<file path="src/rtl/divisor_seq.sv">
// Iterative restoring divider: one quotient bit per clock, MSB first.
// Produces a WIDTH-bit quotient (div_lo) and remainder (div_hi) in either
// unsigned or two's-complement mode, selected per operation. A zero divisor
// finishes one cycle after start, with the flag set and a fixed result.
module divisor_seq #(
    parameter int WIDTH = 32
) (
    input  logic             clk,
    input  logic             reset_n,
    input  logic             start,
    input  logic             signed_op,
    input  logic [WIDTH-1:0] dividend,
    input  logic [WIDTH-1:0] divisor,
    output logic             busy,
    output logic             done,
    output logic [WIDTH-1:0] div_lo,
    output logic [WIDTH-1:0] div_hi,
    output logic             divby0flag
);

    localparam int CW = $clog2(WIDTH);

    typedef enum logic [1:0] {
        IDLE = 2'd0,
        PREP = 2'd1,
        ITER = 2'd2,
        FIX  = 2'd3
    } state_t;

    state_t           state_q,    state_d;
    logic             mode_q,     mode_d;      // 1 = signed operation
    logic [WIDTH-1:0] dvd_q,      dvd_d;       // dividend (magnitude after PREP)
    logic [WIDTH-1:0] dvs_q,      dvs_d;       // divisor (magnitude after PREP)
    logic [WIDTH-1:0] rem_q,      rem_d;       // partial remainder
    logic [WIDTH-1:0] quo_q,      quo_d;       // quotient bits shifted in MSB first
    logic [CW-1:0]    cnt_q,      cnt_d;       // dividend bit being brought down
    logic             neg_quo_q,  neg_quo_d;   // quotient must be negated in FIX
    logic             neg_rem_q,  neg_rem_d;   // remainder must be negated in FIX
    logic             busy_q,     busy_d;
    logic             done_q,     done_d;
    logic [WIDTH-1:0] div_lo_q,   div_lo_d;
    logic [WIDTH-1:0] div_hi_q,   div_hi_d;
    logic             flag_q,     flag_d;

    // Trial remainder is one bit wider so the compare/subtract never wraps.
    logic [WIDTH:0]   trial;
    logic             q_bit;

    // Next-state and next-output computation for the whole divider.
    always_comb begin
        state_d   = state_q;
        mode_d    = mode_q;
        dvd_d     = dvd_q;
        dvs_d     = dvs_q;
        rem_d     = rem_q;
        quo_d     = quo_q;
        cnt_d     = cnt_q;
        neg_quo_d = neg_quo_q;
        neg_rem_d = neg_rem_q;
        busy_d    = busy_q;
        done_d    = 1'b0;              // done is a single-cycle pulse
        div_lo_d  = div_lo_q;
        div_hi_d  = div_hi_q;
        flag_d    = flag_q;
        trial     = {rem_q, dvd_q[cnt_q]};
        q_bit     = 1'b0;

        case (state_q)
            IDLE: begin
                if (start) begin
                    dvd_d   = dividend;
                    dvs_d   = divisor;
                    mode_d  = signed_op;
                    busy_d  = 1'b1;
                    flag_d  = 1'b0;
                    state_d = PREP;
                end
            end
            PREP: begin
                if (dvs_q == '0) begin
                    // Divide by zero: all-ones quotient, raw dividend as remainder.
                    div_lo_d = '1;
                    div_hi_d = dvd_q;
                    flag_d   = 1'b1;
                    done_d   = 1'b1;
                    busy_d   = 1'b0;
                    state_d  = IDLE;
                end else begin
                    // Work on magnitudes; the signs are reapplied in FIX.
                    dvd_d     = (mode_q && dvd_q[WIDTH-1]) ? -dvd_q : dvd_q;
                    dvs_d     = (mode_q && dvs_q[WIDTH-1]) ? -dvs_q : dvs_q;
                    neg_quo_d = mode_q & (dvd_q[WIDTH-1] ^ dvs_q[WIDTH-1]);
                    neg_rem_d = mode_q & dvd_q[WIDTH-1];
                    rem_d     = '0;
                    quo_d     = '0;
                    cnt_d     = CW'(WIDTH - 1);
                    state_d   = ITER;
                end
            end
            ITER: begin
                if (trial >= {1'b0, dvs_q}) begin
                    trial = trial - {1'b0, dvs_q};
                    q_bit = 1'b1;
                end
                rem_d = trial[WIDTH-1:0];
                quo_d = {quo_q[WIDTH-2:0], q_bit};
                if (cnt_q == '0) begin
                    state_d = FIX;
                end else begin
                    cnt_d = cnt_q - 1'b1;
                end
            end
            FIX: begin
                // Quotient truncates toward zero; remainder follows the dividend sign.
                div_lo_d = neg_quo_q ? -quo_q : quo_q;
                div_hi_d = neg_rem_q ? -rem_q : rem_q;
                done_d   = 1'b1;
                busy_d   = 1'b0;
                state_d  = IDLE;
            end
            default: begin
                state_d = IDLE;
                busy_d  = 1'b0;
            end
        endcase
    end

    // State and registered outputs; reset abandons any operation in flight.
    always_ff @(posedge clk or negedge reset_n) begin
        if (!reset_n) begin
            state_q   <= IDLE;
            mode_q    <= 1'b0;
            dvd_q     <= '0;
            dvs_q     <= '0;
            rem_q     <= '0;
            quo_q     <= '0;
            cnt_q     <= '0;
            neg_quo_q <= 1'b0;
            neg_rem_q <= 1'b0;
            busy_q    <= 1'b0;
            done_q    <= 1'b0;
            div_lo_q  <= '0;
            div_hi_q  <= '0;
            flag_q    <= 1'b0;
        end else begin
            state_q   <= state_d;
            mode_q    <= mode_d;
            dvd_q     <= dvd_d;
            dvs_q     <= dvs_d;
            rem_q     <= rem_d;
            quo_q     <= quo_d;
            cnt_q     <= cnt_d;
            neg_quo_q <= neg_quo_d;
            neg_rem_q <= neg_rem_d;
            busy_q    <= busy_d;
            done_q    <= done_d;
            div_lo_q  <= div_lo_d;
            div_hi_q  <= div_hi_d;
            flag_q    <= flag_d;
        end
    end

    assign busy       = busy_q;
    assign done       = done_q;
    assign div_lo     = div_lo_q;
    assign div_hi     = div_hi_q;
    assign divby0flag = flag_q;

endmodule

</file>
<file path="config.mk">
export PLATFORM = sky130hd
export DESIGN_NAME = divisor_seq
export DESIGN_NICKNAME = d
export VERILOG_FILES = /design/src/rtl/divisor_seq.sv
export SDC_FILE = /design/constraint.sdc
export NUM_CORES = 1
export LEC_CHECK = 0
export CAP_MARGIN = 30
export CORE_AREA = 5 5 199 201
export DETAILED_ROUTE_END_ITERATION = 8
export DIE_AREA = 0 0 204 206
export GPL_ROUTABILITY_DRIVEN = 0
export SYNTH_ARGS = -nofsm -noshare
export SYNTH_HDL_FRONTEND = slang
export SYNTH_SLANG_ARGS = --single-unit
</file>
<file path="constraint.sdc">
create_clock -name clk -period 5.2 [get_ports clk]
set_input_delay 0.78 -clock clk [delete_from_list [all_inputs] [get_ports clk]]
set_output_delay 0.78 -clock clk [all_outputs]
set_load 0.02 [all_outputs]
</file>
==> results of run 1 <==
## cells in the mapped netlist (5+ instances only)
master    instances  area [µm²]
o31ai_1          27       202.7
a32oi_1           7       61.31
nor2_1           90       337.8
nor4_1           15       93.84
a21oi_1         137       685.7
nand2_1         205       769.5
ha_1             39       488.0
mux2i_1          22       220.2
a31oi_1          18       112.6
inv_1            57       214.0
mux4_2           10       225.2
nand2b_1          9       56.30
a21o_1           17       127.6
o41ai_1           5       43.79
nor3_1           48       240.2
o21bai_1          8       60.06
or3_1            18       112.6
nand3_1          46       230.2
and2_1            6       37.54
and3_1            9       56.30
xnor2_1          51       446.7
or4_1            11       82.58
a22oi_1          22       165.2
xor2_1           38       332.8
dfrtp_1         205        5130
a211oi_1          6       45.04
clkbuf_1         93       349.1
o21ai_0         185       925.9
nand4_1          14       87.58
o22a_1           33       289.0
o22ai_1          32       200.2
## area by class of cell
class	count	area [µm²]	share of cell area
repair buffers	162	1633	0.1042
inverters	57	214.0	0.01365
clock inverters	6	61.31	0.003911
clock buffers	33	705.7	0.04502
flip-flops and latches	205	5130	0.3273
well taps	511	639.4	0.04079
multi-input cells	1183	7292	0.4652
## where the power goes
part / internal, W / total [W] / leakage [nW] / switching, W
combinational: 0.00281 / 0.00657 / 3.45 / 0.00376
clock: 0.000989 / 0.00168 / 0.378 / 0.000689
sequential: 0.00232 / 0.00327 / 2.50 / 0.000947
total: 0.00612 / 0.0115 / 6.33 / 0.00539
## worst register-to-register path: cells and delay by family, from the launching register on
family,cells,cell delay [ns]
AOI/OAI and AO/OA,7,2.55
adders and majority gates,1,0.17
buffers and inverters,1,0.19
DFF,1,0.64
muxes,3,0.71
and+or+nand+nor,2,0.51
## logic make-up after synthesis
kind of cell / synth area share
and+or+nand+nor: 0.1766
adders and majority gates: 0.03922
AOI/OAI and AO/OA: 0.2476
xor gates and xnor gates: 0.06019
muxes: 0.03526
buffers and inverters: 0.04502
DFF: 0.3961
## routing by layer
metal	track usage	vias up	share of wire
li1	-	5799	-
met3	0.02181	59	0.047
met1	0.2605	5831	0.44
met4	0.04905	0	0.024
met5	0	-	0
met2	0.3227	307	0.49
## state kept, by name, indices dropped and copies added (netlist names), named ones only
register    cells
neg_quo_q       1
quo_q          32
divby0flag      1
div_lo         32
done            1
mode_q          1
rem_q          32
cnt_q           5
div_hi         32
neg_rem_q       1
busy            1
state_q         1
dvs_q          32
dvd_q          32
## per-stage QoR
step | hold WS, ns | instances | cell area, µm² | setup slack [ns] | utilization
after detailed placement | 0.4702 | 2117 | 14890 | 0.4195 | 0.3982
after CTS | 0.3553 | 2156 | 15660 | 0.3694 | 0.4187
after floorplan | 0.4844 | 1543 | 12950 | 0.5893 | -
after global routing | 0.3716 | 2157 | 15680 | 0.02396 | 0.4191
after global placement | 0.4593 | 2116 | 14870 | 0.4692 | 0.3975
final | 0.2627 | 2157 | 15680 | 0.3374 | 0.4191
## worst paths after layout
path	to	slack, ns	depth (start not counted)
max	rem_q[31]	0.34	14
min	dvs_q[19]	0.26	1
max reg2reg	rem_q[31]	0.34	14
min reg2reg	div_hi[8]	0.48	2
max in group asynchronous	div_lo[10]	3.71	2
min in group clk	div_hi[8]	0.48	2
==> metrics.md, run 1 <==
| Metric | Value |
|---|---|
| CP max stage cell | o31ai_4 |
| CP max stage delay | 0.72 ns |
| Port Buffers | 134 |
| Endpoints failing setup | 0 |
| Core area | about 37000 µm² |
| Cts hold-fix bufs | 0 |
| Post-synth EDFFs | 0 |
| Iter 0 DRT Violations | 1049 |
| Synthesized net count | 1651 |
| Post-detail-place hpwl | 30020 µm |
| Clk sink count | just over 200 |
| Routed vias/inst | 5.561 |
| Layout fillers | 3730 |
| P_leak | 6.331 nW |
| DRT Pass-1 Iters | 5 |
| Final period util | 0.9351 |
| Die Height | just over 200 µm |
| Overflow after GRT | 0 |
| Layout cells sized above 1 | 0.05893 |
| Placement Rows | 71 |
| Seq cells post-synth | 205 |
| Min-Delay Path Class | in -> async |
| Syn avg cell area | 8.394 µm² |
| # DRC | 0 |
| Top delay family on crit path | compound AO/OA/AOI/OAI gates |
| Final setup TNS | 0 ns |
| Skew final | 0.02346 ns |
| Largest net degree at the start of global routing | 113 |
| Global-route wire length before repair | 64760 µm |
| Number of diodes | 0 |
| Post_cts resized | 0 |
| Synth Flop Type | dfrtp_1 |
| Fin. Hold Viols | 0 |
| Kind of critical path | reg -> reg |
| Worst slew margin relative to its limit | 0.3192 |
| Clock root buffer | clkbuf_16 |
| CP Capture Type | flop |
| Final net count | around 1700 |
| WP buf/inv | 1 |
| Max VDD drop | 298.2 µV |
| Die Area | 42020 µm² |
| CP Launch Point | cnt_q[1] |
| Final wirelength | 41070 µm |
| Most common cell after layout, fill and taps aside | dfrtp_1 |
| Status | finished clean |
| IO Pins | between 100 and 150 |
| Seq/Total Area, Yosys | 0.3961 |
| Worst Path Arrival | 5.30 ns |
| Most frequent cells in the layout | dfrtp_1, nand2_1, o21ai_0, a21oi_1, clkdlybuf4s50_1 |
| Die W | between 200 and 250 µm |
| Max capacitance violation total | 0 |
| Layout area overhead | 21.03% |
| Peak Freq | 205.7 MHz |
| H-Tree Level Count | 1 |
| Async set-reset flop share out of synthesis | 1.000 |
| Initial antenna violation count | 0 |
| Via count | 12000 |
| CP max FO | 11 |
| Cell area after synthesis | 12950 µm² |
| GRT Util Overall | 0.1901 |
| Vias in the first global route | 11360 |
| Final total power | 0.01152 W |
| Max-slew violation count | 0 |
| Starting density of the core | 0.3463 |
| Yosys warnings | 0 |
| Cells after Synth | between 1500 and 2000 |
| Crit start category | flop |
| Cells along the critical path | mux4_2 -> mux4_2 -> mux2i_1 -> buf_4 -> ha_1 -> nand2b_1 -> a211o_1 -> a21oi_1 -> a31oi_1 -> o31ai_1 -> a21oi_1 -> o31ai_4 -> nand2_1 -> o21ai_0 |
| CTS tree | built |
| Worst Tran Pin Value | between 1 and 1.5 ns |
| Clk pin slew, worst setup/hold paths | roughly 0.06 ns |
| Minimum clock period | 4.863 ns |
| Total setup buffers inserted after CTS | 0 |
| CTS Buffer Depth | 3 |
| FF-to-FF Start | cnt_q[1] |
| Netlist cell types | 64 |
| Worst skew pair latency | roughly 0.54 ns |
| Post-DRT Antenna Nets | 0 |
| Power Dens Cells | between 700 and 800 nW/µm² |
| TritonCTS Buffers | 25 |
| RSZ-0062 raised after global routing | no |
| DR WL/cell | approximately 19 µm |
| WP data required | 5.64 ns |
No activity file was read; power rests on OpenSTA's default activity.
==> run 2: changes to the inputs <==
--- a/config.mk
+++ b/config.mk
@@ -10,6 +10,8 @@
 export DETAILED_ROUTE_END_ITERATION = 8
 export DIE_AREA = 0 0 204 206
 export GPL_ROUTABILITY_DRIVEN = 0
+export PLACE_DENSITY = 0.59
+export RECOVER_POWER = 25
 export SYNTH_ARGS = -nofsm -noshare
 export SYNTH_HDL_FRONTEND = slang
 export SYNTH_SLANG_ARGS = --single-unit
==> run 2 against run 1 <==
Compared with the run above: final cell count increased by 0.56%; sequential share of layout area decreased by 0.13 points; non-clock buffer count increased by 5; first-iteration DRC count decreased by 6.9%; setup slack improved by 0.15 ns; clock power increased by 7%; maximum frequency increased by 3.3%; total power increased by 0.51%; critical endpoint is now rem_q[28]; register-to-register slack improved by 0.15 ns; highest routed layer unchanged; sequential power about the same; the run now ends with capacitance limit, slew limit left.
==> metrics.md, run 2 (synthesis gave the netlist of run 1 again) <==
| Metric | Value |
|---|---|
| Status | finished with violations (was finished clean) |
| Failing checks | capacitance limit, slew limit |
| Most frequent cells in the layout | dfrtp_1, nand2_1, o21ai_0, a21oi_1, clkdlybuf4s50_1 (unchanged) |
| Worst slew margin relative to its limit | -0.8012 (was 0.3192) |
| Die Area | 42020 µm² (unchanged) |
| Peak Freq | 212.4 MHz (was 205.7 MHz) |
| Power Dens Cells | 735.4 nW/µm² (was 734.6 nW/µm²) |
| Number of diodes | 0 (unchanged) |
| Clk sink count | 205 (unchanged) |
| Area of the multi-input gates | 7291 µm² (was 7292 µm²) |
| DRT Pass-1 Iters | 5 (unchanged) |
| CTS tree | built (unchanged) |
| Worst Tran Pin Value | 2.702 ns (was 1.021 ns) |
| H-Tree Level Count | 1 (unchanged) |
| Final period util | 0.9056 (was 0.9351) |
| Layout area overhead | 21.52% (was 21.03%) |
| Clk pin slew, worst setup/hold paths | 0.06 ns (about the same) |
| Skew final | 0.04660 ns (was 0.02346 ns) |
| Fin util | 0.4208 (was 0.4191) |
| Reg2Reg Setup Slack | 0.49 ns (was 0.34 ns) |
| CP Capture Type | flop (unchanged) |
| Kind of critical path | reg -> reg (unchanged) |
| Die Height | 206 µm (unchanged) |
| Reg-to-Reg End | rem_q[28] (was rem_q[31]) |
| Routed vias/inst | 5.551 (was 5.561) |
| Total setup buffers inserted after CTS | 0 (unchanged) |
| Largest net degree at the start of global routing | 101 (was 113) |
| Cts hold-fix bufs | 0 (unchanged) |
| Post_cts resized | 0 (unchanged) |
| Max-slew violation count | 101 (was 0) |
| Port Buffers | 134 (unchanged) |
| Sequential Area | 5130 µm² (unchanged) |
| RSZ-0062 raised after global routing | no (unchanged) |
| Vias in the first global route | 11510 (was 11360) |
| Clock root buffer | clkbuf_16 (unchanged) |
| Hold Crit Start | div_hi[4] |
| Reg2Reg Depth | 18 (was 14) |
| Endpoints failing setup | 0 (unchanged) |
| Fin. Hold Viols | 0 (unchanged) |
| Final setup TNS | 0 ns (unchanged) |
| CTS Buffer Depth | 3 (unchanged) |
| FF-to-FF Start | cnt_q[0] (was cnt_q[1]) |
| DR WL/cell | 18.93 µm (was 19.04 µm) |
| Layout fillers | 3706 (was 3730) |
| Final net count | 1747 (was 1742) |
| Crit start category | flop (unchanged) |
| Placement Rows | 71 (unchanged) |
| Most common cell after layout, fill and taps aside | dfrtp_1 (unchanged) |
| Max VDD drop | 247.5 µV (was 298.2 µV) |
| Worst Path Arrival | 5.12 ns (was 5.30 ns) |
| Minimum clock period | 4.709 ns (was 4.863 ns) |
| IO Pins | 135 (unchanged) |
| Initial antenna violation count | 0 (unchanged) |
| Die W | 204 µm (unchanged) |
| Max capacitance violation total | 1 (was 0) |
| Layout cells sized above 1 | 0.06634 (was 0.05893) |
| Iter 0 DRT Violations | 977 (was 1049) |
| # DRC | 0 (unchanged) |
| Via count | 12040 (was 12000) |
| Hold depth | 2 |
| Global-route wire length before repair | 64850 µm (was 64760 µm) |
| Post-detail-place hpwl | 30210 µm (was 30020 µm) |
| Min-Delay Path Class | reg -> reg (was in -> async) |
| P_leak | 6.371 nW (was 6.331 nW) |
| Worst skew pair latency | 0.55 ns (was 0.54 ns) |
| TritonCTS Buffers | 25 (unchanged) |
| WP data required | 5.61 ns (was 5.64 ns) |
| CP max FO | 4 (was 11) |
| Post-DRT Antenna Nets | 0 (unchanged) |
| Final wirelength | 41060 µm (was 41070 µm) |
| Starting density of the core | 0.3463 (unchanged) |
| GRT Util Overall | 0.1898 (was 0.1901) |
| Overflow after GRT | 0 (unchanged) |
| Worst Hold End | div_hi[4] |
| Core area | 37400 µm² (unchanged) |
run 2: how the worst max path moves through the flow:
stage	from	to	slack, ns
after floorplan	cnt_q[0]	rem_q[28]	0.59
after global placement	cnt_q[0]	rem_q[28]	0.62
after detailed placement	cnt_q[0]	rem_q[28]	0.59
after CTS	cnt_q[0]	rem_q[28]	0.52
after global routing	cnt_q[0]	rem_q[28]	0.21
final	cnt_q[0]	rem_q[28]	0.49
run 2: area by class of cell:
| cell class | count | share of cell area |
|---|---|---|
| Tap cell | 511 | 0.04062 |
| Timing Repair Buffer | 167 | 0.1025 |
| Sequential cell | 205 | 0.3259 |
| Multi-Input combinational cell | 1183 | 0.4632 |
| Clock buffer | 34 | 0.04635 |
| Inverter | 57 | 0.01359 |
| Clock inverter | 12 | 0.007791 |
run 2: critical path, stage by stage (launching register included):
cell and delay [ns]:
dfrtp_1 0.39, buf_4 0.17, mux4_2 0.50, mux4_2 0.50, mux2i_1 0.17, buf_4 0.17, ha_1 0.14, inv_1 0.05
fa_1 0.41, a211oi_1 0.31, o21ai_0 0.19, a2111oi_0 0.41, buf_4 0.19, nor3_1 0.04, a211oi_1 0.30, o21ai_0 0.16
a21oi_1 0.22, xor2_1 0.16, o21ai_0 0.09
run 2: where the power goes:
group / leakage, nW / switching [W] / internal, W
Combinational: 3.45 / 0.00368 / 0.00281
Sequential: 2.50 / 0.000975 / 0.00232
Clock: 0.422 / 0.000709 / 0.00108
Total: 6.37 / 0.00536 / 0.00621
run 2: through the flow:
step	cell area (µm²)	hold slack, ns	worst slack [ns]	total power [W]	cells
floorplan	12950	0.4844	0.5893	0.007545	1543
global placement	14840	0.4548	0.6225	0.009636	2120
detailed placement	14900	0.4699	0.5874	0.009778	2123
CTS	15750	0.3723	0.5242	0.01163	2169
global route	15740	0.5129	0.2063	0.01247	2169
finish	15740	0.4753	0.4909	0.01157	2169
run 2: metal layers:
metal,track usage,vias up,share of wire,wire [µm]
met5,0,-,0,0
met4,0.06557,0,0.032,1294
met3,0.02699,60,0.052,2144
met2,0.3143,324,0.47,19330
met1,0.2563,5852,0.45,18290
li1,-,5804,-,-
==> run 3: changes to the inputs <==
--- a/config.mk
+++ b/config.mk
@@ -12,6 +12,7 @@
 export GPL_ROUTABILITY_DRIVEN = 0
 export PLACE_DENSITY = 0.59
 export RECOVER_POWER = 25
+export SETUP_SLACK_MARGIN = 0.3
 export SYNTH_ARGS = -nofsm -noshare
 export SYNTH_HDL_FRONTEND = slang
 export SYNTH_SLANG_ARGS = --single-unit
==> run 3 against run 2 <==
Compared with the run above: the flow still finishes with violations (capacitance limit, slew limit); critical path type unchanged; register-to-register slack gained 0.04 ns; clock-buffer cell count is the same; utilization is essentially flat; clock skew grew 0.0022 ns; first-iteration DRC count shrank 3.4%; design area is essentially flat.
==> metrics.md, run 3 (synthesis gave the netlist of run 1 again) <==
| Metric | Value |
|---|---|
| TritonCTS Buffers | 25 (unchanged) |
| FF-to-FF Start | cnt_q[0] (unchanged) |
| Layout fillers | 3708 (was 3706) |
| CP max stage delay | 0.50 ns (about the same) |
| Total setup buffers inserted after CTS | 0 (unchanged) |
| Overflow after GRT | 0 (unchanged) |
| Reg2Reg Depth | 18 (unchanged) |
| CP max FO | 4 (unchanged) |
| CP max stage cell | mux4_2 (unchanged) |
| Number of diodes | 0 (unchanged) |
| WP data required | 5.61 ns (about the same) |
| Clock root buffer | clkbuf_16 (unchanged) |
| Global-route wire length before repair | 64850 µm (unchanged) |
| CTS Buffer Depth | 3 (unchanged) |
| Cells along the critical path | buf_4 -> mux4_2 -> mux4_2 -> mux2i_1 -> buf_4 -> ha_1 -> inv_1 -> fa_1 -> a211oi_1 -> o21ai_0 -> a2111oi_1 -> buf_4 -> nor3_1 -> a211oi_2 -> o21ai_0 -> a21oi_1 -> xor2_1 -> o21ai_0 (was buf_4 -> mux4_2 -> mux4_2 -> mux2i_1 -> buf_4 -> ha_1 -> inv_1 -> fa_1 -> a211oi_1 -> o21ai_0 -> a2111oi_0 -> buf_4 -> nor3_1 -> a211oi_1 -> o21ai_0 -> a21oi_1 -> xor2_1 -> o21ai_0) |
| Iter 0 DRT Violations | 944 (was 977) |
| Clk pin slew, worst setup/hold paths | 0.06 ns (about the same) |
| Min-Delay Path Class | reg -> reg (unchanged) |
| Switch Pwr | 0.005372 W (was 0.005359 W) |
| P_leak | 6.372 nW (was 6.371 nW) |
| Placed insts | 2123 (unchanged) |
| Final setup TNS | 0 ns (unchanged) |
| CTS tree | built (unchanged) |
| Power Dens Cells | 736.2 nW/µm² (was 735.4 nW/µm²) |
| Failing checks | capacitance limit, slew limit (unchanged) |
| Most frequent cells in the layout | dfrtp_1, nand2_1, o21ai_0, a21oi_1, clkdlybuf4s50_1 (unchanged) |
| Crit start category | flop (unchanged) |
| Fin. Hold Viols | 0 (unchanged) |
| Cts hold-fix bufs | 0 (unchanged) |
| Peak Freq | 214.4 MHz (was 212.4 MHz) |
| Final period util | 0.8971 (was 0.9056) |
| Clk pwr share | 0.155 (about the same) |
| Layout area overhead | 21.57% (was 21.52%) |
| Final net count | 1747 (unchanged) |
| Final wirelength | 41200 µm (was 41060 µm) |
| Die Height | 206 µm (unchanged) |
| Post_cts resized | 0 (unchanged) |
| Fin util | 0.4210 (was 0.4208) |
| Starting density of the core | 0.3463 (unchanged) |
| Post-DP Area | 14900 µm² (unchanged) |
| Worst Path Arrival | 5.07 ns (was 5.12 ns) |
| IO Pins | 135 (unchanged) |
| Status | finished with violations (unchanged) |
| Dpl ws | 0.5874 ns (unchanged) |
| Hold Crit Start | div_hi[4] (unchanged) |
| Kind of critical path | reg -> reg (unchanged) |
| Cell-internal power | 0.006219 W (was 0.006214 W) |
| Worst slew margin relative to its limit | -0.8115 (was -0.8012) |
| Max capacitance violation total | 1 (unchanged) |
| Skew final | 0.04881 ns (was 0.04660 ns) |
| Worst Tran Pin Value | 2.717 ns (was 2.702 ns) |
| Vias in the first global route | 11510 (unchanged) |
| Post-detail-place hpwl | 30210 µm (unchanged) |
| Sequential Area | 5130 µm² (unchanged) |
| Largest net degree at the start of global routing | 101 (unchanged) |
| Core area | 37400 µm² (unchanged) |
| H-Tree Level Count | 1 (unchanged) |
| Layout cells sized above 1 | 0.06695 (was 0.06634) |
| Clk sink count | 205 (unchanged) |
| Die Area | 42020 µm² (unchanged) |
| # DRC | 0 (unchanged) |
| Placement Rows | 71 (unchanged) |
| Final Non-Filler Cells | 2169 (unchanged) |
| Finished Cell Area | 15750 µm² (was 15740 µm²) |
| Max-slew violation count | 101 (unchanged) |
| Die W | 204 µm (unchanged) |
| Area of the multi-input gates | 7297 µm² (was 7291 µm²) |
| Share of power burned in registers | 0.285 (about the same) |
| Setup crit end | rem_q[28] (unchanged) |
| DR WL/cell | 18.99 µm (was 18.93 µm) |
| Reg2Reg Setup Slack | 0.54 ns (was 0.49 ns) |
| Initial antenna violation count | 0 (unchanged) |
| Port Buffers | 134 (unchanged) |
| Endpoints failing setup | 0 (unchanged) |
| DRT Pass-1 Iters | 7 (was 5) |
| Worst skew pair latency | 0.55 ns (about the same) |
| Sw Share | 0.4635 (was 0.4631) |
| Reg-to-Reg End | rem_q[28] (unchanged) |
| Minimum clock period | 4.665 ns (was 4.709 ns) |
| Comb power frac | 0.561 (was 0.560) |
| Setup WS post-layout | 0.5350 ns (was 0.4909 ns) |
| Routed vias/inst | 5.545 (was 5.551) |
| CP Capture Type | flop (unchanged) |
| Via count | 12030 (was 12040) |
| GRT Util Overall | 0.1898 (unchanged) |
| Max VDD drop | 247.7 µV (was 247.5 µV) |
| CP Launch Point | cnt_q[0] (unchanged) |
| Most common cell after layout, fill and taps aside | dfrtp_1 (unchanged) |
| Post-DRT Antenna Nets | 0 (unchanged) |
| RSZ-0062 raised after global routing | no (unchanged) |
-- run 3: cell counts in the layout (fill, tap and decap cells not counted) --
Identical to the previous run, type by type.
-- run 3: worst min path at each step --
stage | end | cells past startpoint | slack, ns
after floorplan | async pin | 0 | 0.48
after global placement | div_hi[21] | 2 | 0.45
after detailed placement | div_hi[10] | 2 | 0.47
after CTS | dvs_q[7] | 1 | 0.37
after global routing | div_hi[9] | 2 | 0.51
final | div_hi[4] | 2 | 0.48
-- run 3: power by group through the flow --
stage          clock (W)  sequential [W]  combinational, W
6_report         0.00179         0.00330           0.00650
5_1_grt          0.00191         0.00343           0.00715
4_1_cts          0.00185         0.00329           0.00650
3_5_place_dp           0         0.00332           0.00646
3_3_place_gp           0         0.00328           0.00636
2_1_floorplan          0         0.00326           0.00429
-- run 3: layout make-up --
class | count | share of cell area
timing repair buffer | 167 | 0.1024
sequential | 205 | 0.3258
clock inverter | 12 | 0.007788
tap | 511 | 0.04061
clock buffer | 34 | 0.04633
inverter | 57 | 0.01359
multi-input combinational | 1183 | 0.4634
-- run 3: layer usage --
layer  wire length, µm  part of all wire  global-route usage
met2             19360              0.47              0.3143
met5                 0                 0                   0
met3              2012             0.049             0.02699
met1             18510              0.45              0.2563
met4              1311             0.032             0.06557
-- run 3: worst max-delay path: cells and delay by family, from the launching register on --
kind / cells / cell delay, ns
AOI/OAI and AO/OA: 7 / 1.63
xor gates and xnor gates: 1 / 0.16
adders and majority gates: 2 / 0.55
buffers and inverters: 4 / 0.58
DFF: 1 / 0.39
muxes: 3 / 1.17
and+or+nand+nor: 1 / 0.05
-- run 3: through the flow --
stage	hold slack, ns	power [W]
2_1_floorplan	0.4844	0.007545
3_3_place_gp	0.4548	0.009636
3_5_place_dp	0.4699	0.009778
4_1_cts	0.3723	0.01163
5_1_grt	0.5129	0.01249
6_report	0.4753	0.01159
